==> src/rtl/countdown_timer_if.sv <==
// Control and status bundle for countdown_timer: load/start/pause requests in,
// MM:SS count plus status pulses out.
interface countdown_timer_if;
  logic       load;
  logic [5:0] load_min;
  logic [5:0] load_sec;
  logic       start;
  logic       pause;
  logic [5:0] min;
  logic [5:0] sec;
  logic       running;
  logic       done;
  logic       load_err;

  modport master (
    output load, load_min, load_sec, start, pause,
    input  min, sec, running, done, load_err
  );

  modport slave (
    input  load, load_min, load_sec, start, pause,
    output min, sec, running, done, load_err
  );
endinterface

==> src/rtl/countdown_timer.sv <==
// MM:SS countdown timer with one-second prescaler and load/start/pause control.
// Optional AUTO_RELOAD_EN: on expiry, restart from the last valid load value.
//
// state   | meaning
// IDLE    | count loaded (or reset), waiting for start
// RUN     | prescaler advancing, count steps once per TICK_DIV cycles
// PAUSED  | count and prescaler frozen, start resumes
// EXPIRED | reached 00:00, held until a valid load
module countdown_timer #(
  parameter int unsigned TICK_DIV = 50000000
) (
  input logic              clk,
  input logic              rst,
  countdown_timer_if.slave tmr
);

  typedef enum logic [1:0] {
    IDLE    = 2'd0,
    RUN     = 2'd1,
    PAUSED  = 2'd2,
    EXPIRED = 2'd3
  } state_t;

  localparam logic [25:0] PRESC_MAX = 26'(TICK_DIV - 1);

  state_t      state_q, state_d;
  logic [5:0]  min_q, min_d;
  logic [5:0]  sec_q, sec_d;
  logic [25:0] presc_q, presc_d;
  logic        done_q, done_d;
  logic        load_err_q, load_err_d;

  logic        load_ok;
  logic        cnt_zero;
  logic        last_step;
  logic [5:0]  step_min;
  logic [5:0]  step_sec;

`ifdef AUTO_RELOAD_EN
  logic [5:0]  reload_min_q, reload_min_d;
  logic [5:0]  reload_sec_q, reload_sec_d;
`endif

  assign load_ok   = (tmr.load_min <= 6'd59) && (tmr.load_sec <= 6'd59);
  assign cnt_zero  = (min_q == 6'd0) && (sec_q == 6'd0);
  assign last_step = (min_q == 6'd0) && (sec_q == 6'd1);
  assign step_sec  = (sec_q != 6'd0) ? sec_q - 6'd1 : 6'd59;
  assign step_min  = (sec_q != 6'd0) ? min_q :
                     ((min_q != 6'd0) ? min_q - 6'd1 : 6'd0);

  always_comb begin
    state_d    = state_q;
    min_d      = min_q;
    sec_d      = sec_q;
    presc_d    = presc_q;
    done_d     = 1'b0;
    load_err_d = 1'b0;
`ifdef AUTO_RELOAD_EN
    reload_min_d = reload_min_q;
    reload_sec_d = reload_sec_q;
`endif

    if (tmr.load) begin
      // An invalid load still outranks start/pause in the same cycle.
      if (load_ok) begin
        min_d   = tmr.load_min;
        sec_d   = tmr.load_sec;
        presc_d = '0;
        state_d = IDLE;
`ifdef AUTO_RELOAD_EN
        reload_min_d = tmr.load_min;
        reload_sec_d = tmr.load_sec;
`endif
      end else begin
        load_err_d = 1'b1;
      end
    end else if (tmr.start && (state_q == IDLE || state_q == PAUSED) && !cnt_zero) begin
      state_d = RUN;
    end else if (tmr.pause && state_q == RUN) begin
      state_d = PAUSED;
    end else if (state_q == RUN) begin
      if (presc_q == PRESC_MAX) begin
        presc_d = '0;
        if (last_step) begin
          done_d = 1'b1;
`ifdef AUTO_RELOAD_EN
          min_d = reload_min_q;
          sec_d = reload_sec_q;
          if (reload_min_q == 6'd0 && reload_sec_q == 6'd0) begin
            state_d = EXPIRED;
          end
`else
          min_d   = 6'd0;
          sec_d   = 6'd0;
          state_d = EXPIRED;
`endif
        end else begin
          min_d = step_min;
          sec_d = step_sec;
        end
      end else begin
        presc_d = presc_q + 26'd1;
      end
    end
  end

  always_ff @(posedge clk or negedge rst) begin
    if (!rst) begin
      state_q    <= IDLE;
      min_q      <= '0;
      sec_q      <= '0;
      presc_q    <= '0;
      done_q     <= 1'b0;
      load_err_q <= 1'b0;
    end else begin
      state_q    <= state_d;
      min_q      <= min_d;
      sec_q      <= sec_d;
      presc_q    <= presc_d;
      done_q     <= done_d;
      load_err_q <= load_err_d;
    end
  end

`ifdef AUTO_RELOAD_EN
  always_ff @(posedge clk or negedge rst) begin
    if (!rst) begin
      reload_min_q <= '0;
      reload_sec_q <= '0;
    end else begin
      reload_min_q <= reload_min_d;
      reload_sec_q <= reload_sec_d;
    end
  end
`endif

  assign tmr.min      = min_q;
  assign tmr.sec      = sec_q;
  assign tmr.running  = (state_q == RUN);
  assign tmr.done     = done_q;
  assign tmr.load_err = load_err_q;

endmodule

==> src/flat_wrapper.sv <==
// flat-port wrapper written by rule: the top's interface ports become plain ports
module countdown_timer_flat 
#(
  parameter int unsigned TICK_DIV = 50000000
)
  (clk, rst, tmr_load, tmr_load_min, tmr_load_sec, tmr_start, tmr_pause, tmr_min, tmr_sec, tmr_running, tmr_done, tmr_load_err);
  countdown_timer_if tmr_i ();
  input logic clk;
  input logic rst;
  input wire logic [$bits(tmr_i.load)-1:0] tmr_load;
  input wire logic [$bits(tmr_i.load_min)-1:0] tmr_load_min;
  input wire logic [$bits(tmr_i.load_sec)-1:0] tmr_load_sec;
  input wire logic [$bits(tmr_i.start)-1:0] tmr_start;
  input wire logic [$bits(tmr_i.pause)-1:0] tmr_pause;
  output wire logic [$bits(tmr_i.min)-1:0] tmr_min;
  output wire logic [$bits(tmr_i.sec)-1:0] tmr_sec;
  output wire logic [$bits(tmr_i.running)-1:0] tmr_running;
  output wire logic [$bits(tmr_i.done)-1:0] tmr_done;
  output wire logic [$bits(tmr_i.load_err)-1:0] tmr_load_err;
  assign tmr_i.load = tmr_load;
  assign tmr_i.load_min = tmr_load_min;
  assign tmr_i.load_sec = tmr_load_sec;
  assign tmr_i.start = tmr_start;
  assign tmr_i.pause = tmr_pause;
  assign tmr_min = tmr_i.min;
  assign tmr_sec = tmr_i.sec;
  assign tmr_running = tmr_i.running;
  assign tmr_done = tmr_i.done;
  assign tmr_load_err = tmr_i.load_err;
  countdown_timer #(.TICK_DIV(TICK_DIV)) u_core (.clk(clk), .rst(rst), .tmr(tmr_i));
endmodule
==> config.mk <==
export PLATFORM = sky130hd
export DESIGN_NAME = countdown_timer_flat
export DESIGN_NICKNAME = d
export VERILOG_FILES = /design/src/rtl/countdown_timer_if.sv /design/src/rtl/countdown_timer.sv /design/src/flat_wrapper.sv
export SDC_FILE = /design/constraint.sdc
export NUM_CORES = 1
export LEC_CHECK = 0
export ABC_AREA = 1
export BUFFER_PORTS_ARGS = -buffer_cell sky130_fd_sc_hd__buf_2
export CAP_MARGIN = 40
export CORE_ASPECT_RATIO = 1.1
export CORE_MARGIN = 2
export CORE_UTILIZATION = 42
export DETAILED_ROUTE_END_ITERATION = 7
export GPL_TIMING_DRIVEN = 1
export HOLD_SLACK_MARGIN = 0.08
export PLACE_DENSITY = 0.69
export SLEW_MARGIN = 20
export SYNTH_ARGS = -nofsm -noshare
export SYNTH_HDL_FRONTEND = slang
export SYNTH_SLANG_ARGS = --single-unit
==> constraint.sdc <==
create_clock -name clk -period 3.21 [get_ports clk]
set_input_delay 0.4815 -clock clk [delete_from_list [all_inputs] [get_ports clk]]
set_output_delay 0.4815 -clock clk [all_outputs]
set_load 0.05 [all_outputs]
==> impl_metrics.csv, run 1 <==
group,metric,value,unit
setup_path,cp_common_cell,"inv_2",
route,num_vias,2710,
finish,regArea,1050,um^2
grt,grtUsageTotal,20.4,%
sta,finalWorstSetupSlack,1.22,ns
power_and_ir_drop,p_sw_share,44.7,%
setup_path,cp-start-kind,"primary input",
clocking,cts_tree,"built",
job,cap_violations,0,
floorplanning,die_w,81.2,um
sta,hold_viol_final,0,
setup_path,worstPathRequired,3.40,ns
floorplanning,ios,32,
finish,diodes,0,
logic_synthesis,synth_seq_cells,42,
route,drt-initial-drc-count,137,
finish,fin_util,48.7,%
floorplanning,core_area,6270,um^2
floorplanning,die_h,88.9,um
clocking,numCtsBuffers,5,
sta,fin_setup_tns,0,ns
power_and_ir_drop,irDropWorstVdd,0.451,mV
finish,finalNonFillerCells,521,
clocking,cts_resized,0,
logic_synthesis,synth_edf_count,0,
sta,max_freq,503,MHz
route,first_pass_iters,4,
power_and_ir_drop,seqPwrFrac,38.6,%
clocking,hold_buffers,0,
clocking,insertion_delay,0.29,ns
logic_synthesis,synth.area.top_cells,"dfrtp_1, nand2_1, nor2_1, inv_1, nand3_1",
clocking,htree_levels,2,
placed_design,dp_cells,513,
route,drc,0,
setup_path,slowest_stage,"nand2_2",
finish,fillCellCount,651,
route,drtAntennaViolNets,0,
grt,grt_pass1_vias,2579,
sta,slew_violations,0,
logic_synthesis,synthesis.area,2750,um^2
route,drt-wirelength-per-cell,12.5,um
setup_path,cpPeakStageDelay,0.34,ns
power_and_ir_drop,clock_power_share,20.3,%
grt,grt_max_degree,33,
power_and_ir_drop,combinationalPowerShare,41.1,%
floorplanning,rows,30,
clocking,cts-root-buf,"clkbuf_8",
finish,nets,462,
floorplanning,start_util,43.9,%
logic_synthesis,synth_most_common_cell,"nand2_1",
logic_synthesis,synth_top_cell_area_share,38.2,%
placed_design,place_congestion,0.859,
sta,period_needed,1.99,ns
logic_synthesis,ys_seq_area_share,38.2,%
worst_hold_path,hold_class,"primary input to asynchronous set/reset pin",
grt,grt_pass1_wl,11500,um
power_and_ir_drop,powerDensity,577,nW/um^2
finish,drive_gt1_share,13.2,%
setup_path,r2r_setup_slack,1.26,ns
grt,grt_remaining_overflow,0,
sta,timing.hold.ws,0.0895,ns
sta,rsz0062_at_grt,"no",
logic_synthesis,synth_fp_nets,431,
finish,multi_input_area,1460,um^2
setup_path,critPathCaptureType,"flip-flop",
setup_path,worstPathArrival,2.18,ns
logic_synthesis,yosysTopAreaCell,"dfrtp_1",
logic_synthesis,ys_top_cells_by_count,"nand2_1, nor2_1, dfrtp_1",
placed_design,hpwl,4900,um
grt,antenna_found_initial,0,
clocking,post-cts-setup-buffer-count,0,
sta,final-setup-viol-count,0,
logic_synthesis,synth.distinct_cells,27,
setup_path,criticalPathCategory,"primary input to flip-flop",
finish,syn_to_final_growth,11.1,%
route,finalWirelength,6500,um
sta,finalCritPeriodShare,62.0,%
sta,maxSlewHeadroom,66.4,%
placed_design,dpl_worst_slack,0.909,ns
placed_design,port_buffers,31,
clocking,clkTransAtPathRegs,0.08,ns
logic_synthesis,avgSynthCellArea,6.73,um^2
floorplanning,die-area,7220,um^2
power_and_ir_drop,p_sw,0.000788,W
status,status,"finished clean",
logic_synthesis,synthFlopType,"dfrtp_1",
sta,worst_pin_slew,0.502,ns
logic_synthesis,yosys_warnings,0,
logic_synthesis,syn_inst,409,
power_and_ir_drop,p_leak,1.53,nW
clocking,clockBufferDepth,2,
power_and_ir_drop,p_int,0.000974,W
logic_synthesis,async_flop_share,100,%
setup_path,critPathMaxFanout,32,
setup_path,path_cells,"buf_2, inv_2, o21ai_1, inv_2, nor2_4, buf_4, nand2_2, o21ai_0, nor2_1",
sta,fin_skew,0.00310,ns
route,viasPerCell,5.20,
clocking,clock-sinks,42,
==> cell type report <==
cell class,instances,area share (%)
sequential,42,34.4
inverter,45,5.53
tap,80,3.28
clock inverter,1,0.164
timing repair buffer,33,5.98
clock buffer,7,2.83
multi-input combinational,313,47.8
==> stage by stage <==
stage / area, um^2 / total power, W
after global routing: 3060 / 0.00190
after global placement: 2940 / 0.00140
after detailed placement: 2960 / 0.00142
after floorplan: 2750 / 0.00124
final: 3060 / 0.00176
after CTS: 3060 / 0.00178
==> kinds of logic after synthesis <==
family	count (synthesis)	synth area share (%)
xor gates and xnor gates	7	2.23
buffers and inverters	54	8.69
AOI/OAI and AO/OA	46	9.00
DFF	42	38.2
and+or+nand+nor	255	39.6
adders and majority gates	5	2.27
==> power by group through the flow <==
stage / registers, W / logic, W / clock network, W
final: 0.000680 / 0.000724 / 0.000357
after global routing: 0.000694 / 0.000811 / 0.000394
after CTS: 0.000681 / 0.000730 / 0.000366
after detailed placement: 0.000690 / 0.000728 / 0
after global placement: 0.000689 / 0.000713 / 0
after floorplan: 0.000884 / 0.000359 / 0
==> registers in the layout (all words and copies together), names as in the netlist <==
| signal | flops |
|---|---|
| u_core.state_q | 2 |
| u_core.tmr.load_err | 1 |
| u_core.tmr.min | 6 |
| u_core.tmr.sec | 6 |
| u_core.tmr.done | 1 |
| u_core.presc_q | 26 |
==> critical path: cells and delay by family <==
kind	cells	cell delay, ns
AO/OA/AOI/OAI	2	0.36
AND/OR/NAND/NOR	3	0.49
buffers and inverters	4	0.82
==> layer usage <==
metal | track usage (%) | routed length (um) | vias up
met5 | 0 | 0 | -
met4 | 8.63 | 155 | 0
met3 | 3.74 | 248 | 12
met2 | 34.9 | 3150 | 62
met1 | 25.4 | 2940 | 1273
li1 | - | - | 1363
==> final timing paths <==
| kind | endpoint | startpoint | cells after the start |
|---|---|---|---|
| max in group asynchronous | u_core.tmr.min[1]$_DFFE_PN0P_ | rst | 2 |
| worst max register to register | u_core.tmr.min[2]$_DFFE_PN0P_ | u_core.tmr.min[0]$_DFFE_PN0P_ | 9 |
| worst max-delay path | u_core.presc_q[19]$_DFFE_PN0P_ | tmr_load | 9 |
| min in group clk | u_core.tmr.sec[1]$_DFFE_PN0P_ | tmr_load_sec[1] | 3 |
| worst min register to register | u_core.state_q[1]$_DFFE_PN0P_ | u_core.state_q[1]$_DFFE_PN0P_ | 2 |
| worst min-delay path | u_core.presc_q[14]$_DFFE_PN0P_ | rst | 1 |
==> cells in the final DEF (no fill, tap or decap) <==
cell type	synthesis	final
ha_1	5	5
nand2_1	124	124
nand2_2	7	7
clkinv_2	0	1
nand3_1	28	28
xor2_1	6	6
nor3b_1	2	2
dfrtp_1	42	42
nor2_1	69	69
a21oi_1	15	15
nor2_2	2	2
inv_1	41	41
buf_12	0	1
nand3b_1	1	1
nand3_2	2	2
o21ai_0	22	22
nor2_4	2	2
a22oi_1	1	1
clkbuf_8	0	6
a21oi_4	1	1
a31oi_1	3	3
o21ai_1	4	4
nand4_1	11	11
clkbuf_1	1	1
buf_4	3	1
xnor2_1	1	1
inv_2	4	4
nor3_1	7	7
buf_2	2	31
Note: power is estimated with default switching activity, not from simulation.
==> run 2: changes to the inputs <==
==> constraint.sdc (replaced) <==
create_clock -name clk -period 2.1 [get_ports clk]
set_input_delay 0.315 -clock clk [delete_from_list [all_inputs] [get_ports clk]]
set_output_delay 0.315 -clock clk [all_outputs]
set_load 0.05 [all_outputs]
==> impl_metrics.csv, run 2 (synthesized netlist as in run 1, its figures left out) <==
group,metric,value,unit
finish,largest-register,"u_core.presc_q",
sta,fin_setup_tns,0,ns
clocking,post-cts-setup-buffer-count,0,
grt,antenna_found_initial,0,
status,status,"finished clean",
floorplanning,die_w,81.2,um
setup_path,path_cells,"inv_1, ha_1, nand2_1, nor2_1, a21oi_1, nand2_2, nand3_2, nand2_1, nand2_1",
sta,finalWorstSetupSlack,0.262,ns
floorplanning,die-area,7220,um^2
placed_design,port_buffers,31,
clocking,clock-sinks,42,
grt,grt_max_degree,43,
setup_path,worstPathRequired,2.33,ns
clocking,cts_tree,"built",
sta,slew_violations,0,
finish,final_common_cell,"nand2_1",
clocking,hold_buffers,0,
route,finalWirelength,6530,um
power_and_ir_drop,p_leak,1.53,nW
finish,mostFrequentLayoutCells,"nand2_1, nor2_1, dfrtp_1",
sta,maxSlewHeadroom,63.8,%
finish,fin_util,48.7,%
power_and_ir_drop,irDropWorstVdd,0.707,mV
setup_path,cp.depth,9,
route,first_pass_iters,5,
grt,grt_pass1_wl,11300,um
sta,hold_viol_final,0,
floorplanning,die_h,88.9,um
setup_path,cp-start-kind,"flip-flop",
job,cap_violations,0,
sta,finalCritPeriodShare,87.5,%
sta,period_needed,1.84,ns
setup_path,cpPeakStageDelay,0.38,ns
clocking,clkTransAtPathRegs,0.08,ns
finish,largest_reg_flops,26,
finish,diodes,0,
clocking,cts-root-buf,"clkbuf_8",
setup_path,cp_common_cell,"nand2_1",
worst_hold_path,hold_class,"primary input to asynchronous set/reset pin",
clocking,clockBufferDepth,2,
setup_path,rr_endpoint,"u_core.tmr.min[0]$_DFFE_PN0P_",
sta,final-setup-viol-count,0,
setup_path,worstSetupEndpoint,"u_core.tmr.min[0]$_DFFE_PN0P_",
grt,grt_pass1_vias,2524,
sta,worst_pin_slew,0.543,ns
placed_design,hpwl,4860,um
setup_path,cp-startpoint,"u_core.tmr.min[0]$_DFFE_PN0P_",
grt,grtUsageTotal,20.2,%
clocking,insertion_delay,0.30,ns
setup_path,r2r_setup_slack,0.26,ns
sta,max_freq,544,MHz
grt,grt_remaining_overflow,0,
sta,fin_skew,0.00945,ns
setup_path,critPathMaxFanout,7,
setup_path,slowest_stage,"dfrtp_1",
finish,drive_gt1_share,13.3,%
route,drt-wirelength-per-cell,12.5,um
clocking,htree_levels,2,
route,num_vias,2701,
setup_path,critical_path.top_delay_family,"simple AND/OR/NAND/NOR gates",
clocking,cts_resized,0,
finish,nets,465,
floorplanning,ios,32,
route,drt-initial-drc-count,116,
route,drtAntennaViolNets,0,
clocking,numCtsBuffers,5,
placed_design,place_area,2970,um^2
sta,rsz0062_at_grt,"no",
placed_design,place_congestion,0.894,
setup_path,r2r_cells,9,
setup_path,cp.buffers_inverters,1,
floorplanning,start_util,43.9,%
setup_path,critPathCaptureType,"flip-flop",
finish,stdcell_area,3050,um^2
floorplanning,core_area,6270,um^2
route,drc,0,
power_and_ir_drop,powerDensity,872,nW/um^2
finish,syn_to_final_growth,10.9,%
floorplanning,rows,30,
placed_design,dpl_worst_slack,0.207,ns
setup_path,r2r-start,"u_core.tmr.min[0]$_DFFE_PN0P_",
route,viasPerCell,5.16,
setup_path,criticalPathCategory,"flip-flop to flip-flop",
setup_path,worstPathArrival,2.07,ns
run 2: final cells by class:
type	count	area (um^2)
clock buffers	7	76.3
well taps	80	100
repair buffers	36	193
inverters	45	169
fillers	645	3220
multi-input cells	313	1460
flip-flops and latches	42	1050
run 2: worst min-delay path by stage:
stage                     depth (start not counted)                             to  from  slack (ns)
after floorplan                                   0  u_core.presc_q[0]$_DFFE_PN0P_   rst        0.02
after global placement                            2  u_core.presc_q[9]$_DFFE_PN0P_   rst        0.42
after detailed placement                          2  u_core.presc_q[9]$_DFFE_PN0P_   rst        0.43
after CTS                                         2  u_core.presc_q[9]$_DFFE_PN0P_   rst        0.11
after global routing                              2  u_core.presc_q[9]$_DFFE_PN0P_   rst        0.13
final                                             2  u_core.presc_q[8]$_DFFE_PN0P_   rst        0.08
run 2: per-layer routing:
layer  part of all wire [%]  vias to the layer above  wire [um]  global-route usage (%)
met5                      0                        -          0                       0
met4                    1.6                        0        102                    6.47
met3                    5.0                       12        329                    3.33
met2                     48                       88       3140                    36.2
met1                     45                     1234       2960                    24.7
li1                       -                     1367          -                       -
run 2: power breakdown:
part / internal, W / switching [W] / total, W
logic: 0.000307 / 0.000807 / 0.00111
clock network: 0.000230 / 0.000281 / 0.000511
registers: 0.000920 / 0.000115 / 0.00103
total: 0.00146 / 0.00120 / 0.00266
run 2: stage by stage:
stage	power [W]	instances	hold WS, ns
floorplan	0.00190	409	0.0194
global placement	0.00215	516	0.422
detailed placement	0.00217	516	0.431
CTS	0.00268	523	0.107
global route	0.00286	523	0.132
finish	0.00266	523	0.0756
==> run 3: changes to the inputs <==
--- a/config.mk
+++ b/config.mk
@@ -5,7 +5,6 @@
 export SDC_FILE = /design/constraint.sdc
 export NUM_CORES = 1
 export LEC_CHECK = 0
-export ABC_AREA = 1
 export BUFFER_PORTS_ARGS = -buffer_cell sky130_fd_sc_hd__buf_2
 export CAP_MARGIN = 40
 export CORE_ASPECT_RATIO = 1.1
==> constraint.sdc (replaced) <==
create_clock -name clk -period 2.1 [get_ports clk]
set_input_delay 0.21 -clock clk [delete_from_list [all_inputs] [get_ports clk]]
set_output_delay 0.21 -clock clk [all_outputs]
set_load 0.05 [all_outputs]
==> impl_metrics.csv, run 3 <==
group,metric,value,unit
clocking,insertion_delay,0.30,ns
sta,fin_setup_tns,0,ns
logic_synthesis,avgSynthCellArea,8.86,um^2
setup_path,cp-start-kind,"flip-flop",
setup_path,cp-startpoint,"u_core.presc_q[1]$_DFFE_PN0P_",
grt,grtUsageTotal,21.9,%
floorplanning,die-area,6740,um^2
finish,syn_to_final_growth,28.7,%
logic_synthesis,synth_top_cell_area_share,41.1,%
logic_synthesis,synth_edf_count,0,
job,cap_violations,0,
placed_design,port_buffers,31,
clocking,clkTransAtPathRegs,0.08,ns
sta,max_freq,483,MHz
clocking,clockBufferDepth,2,
finish,diodes,0,
finish,finalNonFillerCells,440,
route,num_vias,2478,
route,drt-initial-drc-count,152,
floorplanning,die_w,78.4,um
route,viasPerCell,5.63,
finish,drive_gt1_share,28.9,%
placed_design,place_congestion,0.928,
logic_synthesis,synthesis.area,2560,um^2
logic_synthesis,synth.distinct_cells,47,
setup_path,worstPathRequired,2.29,ns
finish,largest_reg_flops,26,
finish,mostFrequentLayoutCells,"dfrtp_1, buf_4, nor2_1",
setup_path,critPathMaxFanout,8,
sta,period_needed,2.07,ns
sta,rsz0062_at_grt,"yes",
clocking,cts-root-buf,"clkbuf_8",
clocking,clock-sinks,42,
logic_synthesis,async_flop_share,100,%
power_and_ir_drop,powerDensity,688,nW/um^2
clocking,htree_levels,2,
sta,fin_skew,0.00527,ns
sta,final-setup-viol-count,0,
setup_path,critPathCaptureType,"flip-flop",
sta,slew_violations,0,
route,drtAntennaViolNets,0,
finish,nets,384,
logic_synthesis,yosys_warnings,0,
logic_synthesis,synth_seq_cells,42,
logic_synthesis,synth_most_common_cell,"dfrtp_1",
floorplanning,rows,29,
route,finalWirelength,6870,um
grt,grt_pass1_wl,11600,um
power_and_ir_drop,irDropWorstVdd,0.526,mV
grt,grt_remaining_overflow,0,
placed_design,dp_cells,425,
finish,stdcell_area,3290,um^2
power_and_ir_drop,p_leak,1.44,nW
sta,timing.hold.ws,0.201,ns
logic_synthesis,ys_seq_area_share,41.1,%
worst_hold_path,hold_class,"primary input to flip-flop",
floorplanning,ios,32,
clocking,cts_tree,"built",
floorplanning,die_h,85.9,um
placed_design,place_area,3090,um^2
setup_path,criticalPathCategory,"flip-flop to flip-flop",
logic_synthesis,ys_top_cells_by_count,"dfrtp_1, nor2_1, nand2_1",
placed_design,hpwl,4930,um
sta,finalCritPeriodShare,98.7,%
worst_hold_path,hold_path_startpoint,"tmr_load_min[0]",
finish,final_common_cell,"dfrtp_1",
logic_synthesis,synth_fp_nets,311,
sta,hold_viol_final,0,
route,drt-wirelength-per-cell,15.6,um
sta,worst_pin_slew,0.551,ns
grt,grt_max_degree,43,
logic_synthesis,synth.area.top_cells,"dfrtp_1, xnor2_1, nor2_1, nand2_1, nor4_1",
clocking,numCtsBuffers,5,
status,status,"finished clean",
setup_path,worstPathArrival,2.26,ns
logic_synthesis,syn_inst,289,
route,drc,0,
floorplanning,core_area,5840,um^2
floorplanning,start_util,43.8,%
finish,fillCellCount,527,
logic_synthesis,yosysTopAreaCell,"dfrtp_1",
setup_path,r2r-start,"u_core.presc_q[1]$_DFFE_PN0P_",
logic_synthesis,synthFlopType,"dfrtp_1",
sta,maxSlewHeadroom,63.2,%
finish,largest-register,"u_core.presc_q",
route,first_pass_iters,4,
grt,grt_pass1_vias,2419,
grt,antenna_found_initial,0,
run 3: cell types whose count changed in the layout (fill, tap and decap cells not counted), sizes merged, moves of 12 or more:
cell   previous run  this run
buf              36        78
inv              45        10
nand2           131        22
nand3            30        11
nor2             73        37
nor4              0        12
xnor2             1        16
run 3: repair_timing:
action                     in CTS  in global routing
cloned                          0                  1
setup endpoints to repair      32                 33
hold buffers                    1                  0
hold endpoints to repair       42                  0
gates resized for setup         1                 10
pin swaps                       2                  3
setup buffers                   3                  2
run 3: routing by layer:
metal / up-vias / global-route usage, % / part of all wire [%]
met5: - / 0 / 0
met4: 0 / 7.81 / 2.5
met1: 1206 / 27.2 / 42
met3: 17 / 3.26 / 4.3
met2: 70 / 38.6 / 51
li1: 1185 / - / -
run 3: final cells by class:
cell class	count	area [um^2]	area share (%)
multi-input cells	224	1470	44.5
repair buffers	79	552	16.7
inverters	10	37.5	1.14
clock buffers	7	86.3	2.62
flip-flops and latches	42	1050	31.9
clock inverters	1	5.00	0.152
well taps	77	96.3	2.92
run 3: cell families (layout without fill, tap and decap cells):
kind of cell	after synthesis	in the layout	share of synthesized area [%]
XOR/XNOR	23	23	7.87
AND/OR/NAND/NOR	146	146	30.7
adder cells (fa/ha/maj)	5	5	2.44
AO/OA/AOI/OAI	43	43	10.9
buffers and inverters	23	97	3.71
multiplexers	7	7	3.32
flip-flops	42	42	41.1
run 3: worst max-delay path, stage by stage, from the launching register on:
cell,delay (ns)
dfrtp_1,0.36
ha_2,0.20
nand3_2,0.09
or4_4,0.47
or2_4,0.27
o21ai_4,0.14
buf_12,0.14
mux2_4,0.30
run 3: final timing paths:
path,end,slack [ns],cells past startpoint
worst min register to register,u_core.presc_q[6]$_DFFE_PN0P_,0.51,1
worst min-delay path,u_core.tmr.min[0]$_DFFE_PN0P_,0.20,3
min in group asynchronous,u_core.presc_q[4]$_DFFE_PN0P_,0.50,3
worst max-delay path,u_core.tmr.sec[0]$_DFFE_PN0P_,0.03,7
worst max register to register,u_core.tmr.sec[0]$_DFFE_PN0P_,0.03,7
max in group asynchronous,u_core.state_q[1]$_DFFE_PN0P_,1.20,3
run 3: where the power goes:
| part | switching, W | internal, W | leakage (nW) |
|---|---|---|---|
| registers | 0.0000888 | 0.000876 | 0.558 |
| logic | 0.000492 | 0.000262 | 0.834 |
| clock network | 0.000284 | 0.000266 | 0.0482 |
run 3: stage by stage:
| stage | setup slack, ns | util [%] | power [W] |
|---|---|---|---|
| after detailed placement | -0.0746 | 52.9 | 0.00171 |
| after floorplan | -0.0919 | - | 0.00148 |
| after CTS | -0.0241 | 55.1 | 0.00227 |
| final | 0.0276 | 56.4 | 0.00227 |
| after global placement | -0.00788 | 52.9 | 0.00170 |
| after global routing | -0.0354 | 56.4 | 0.00239 |
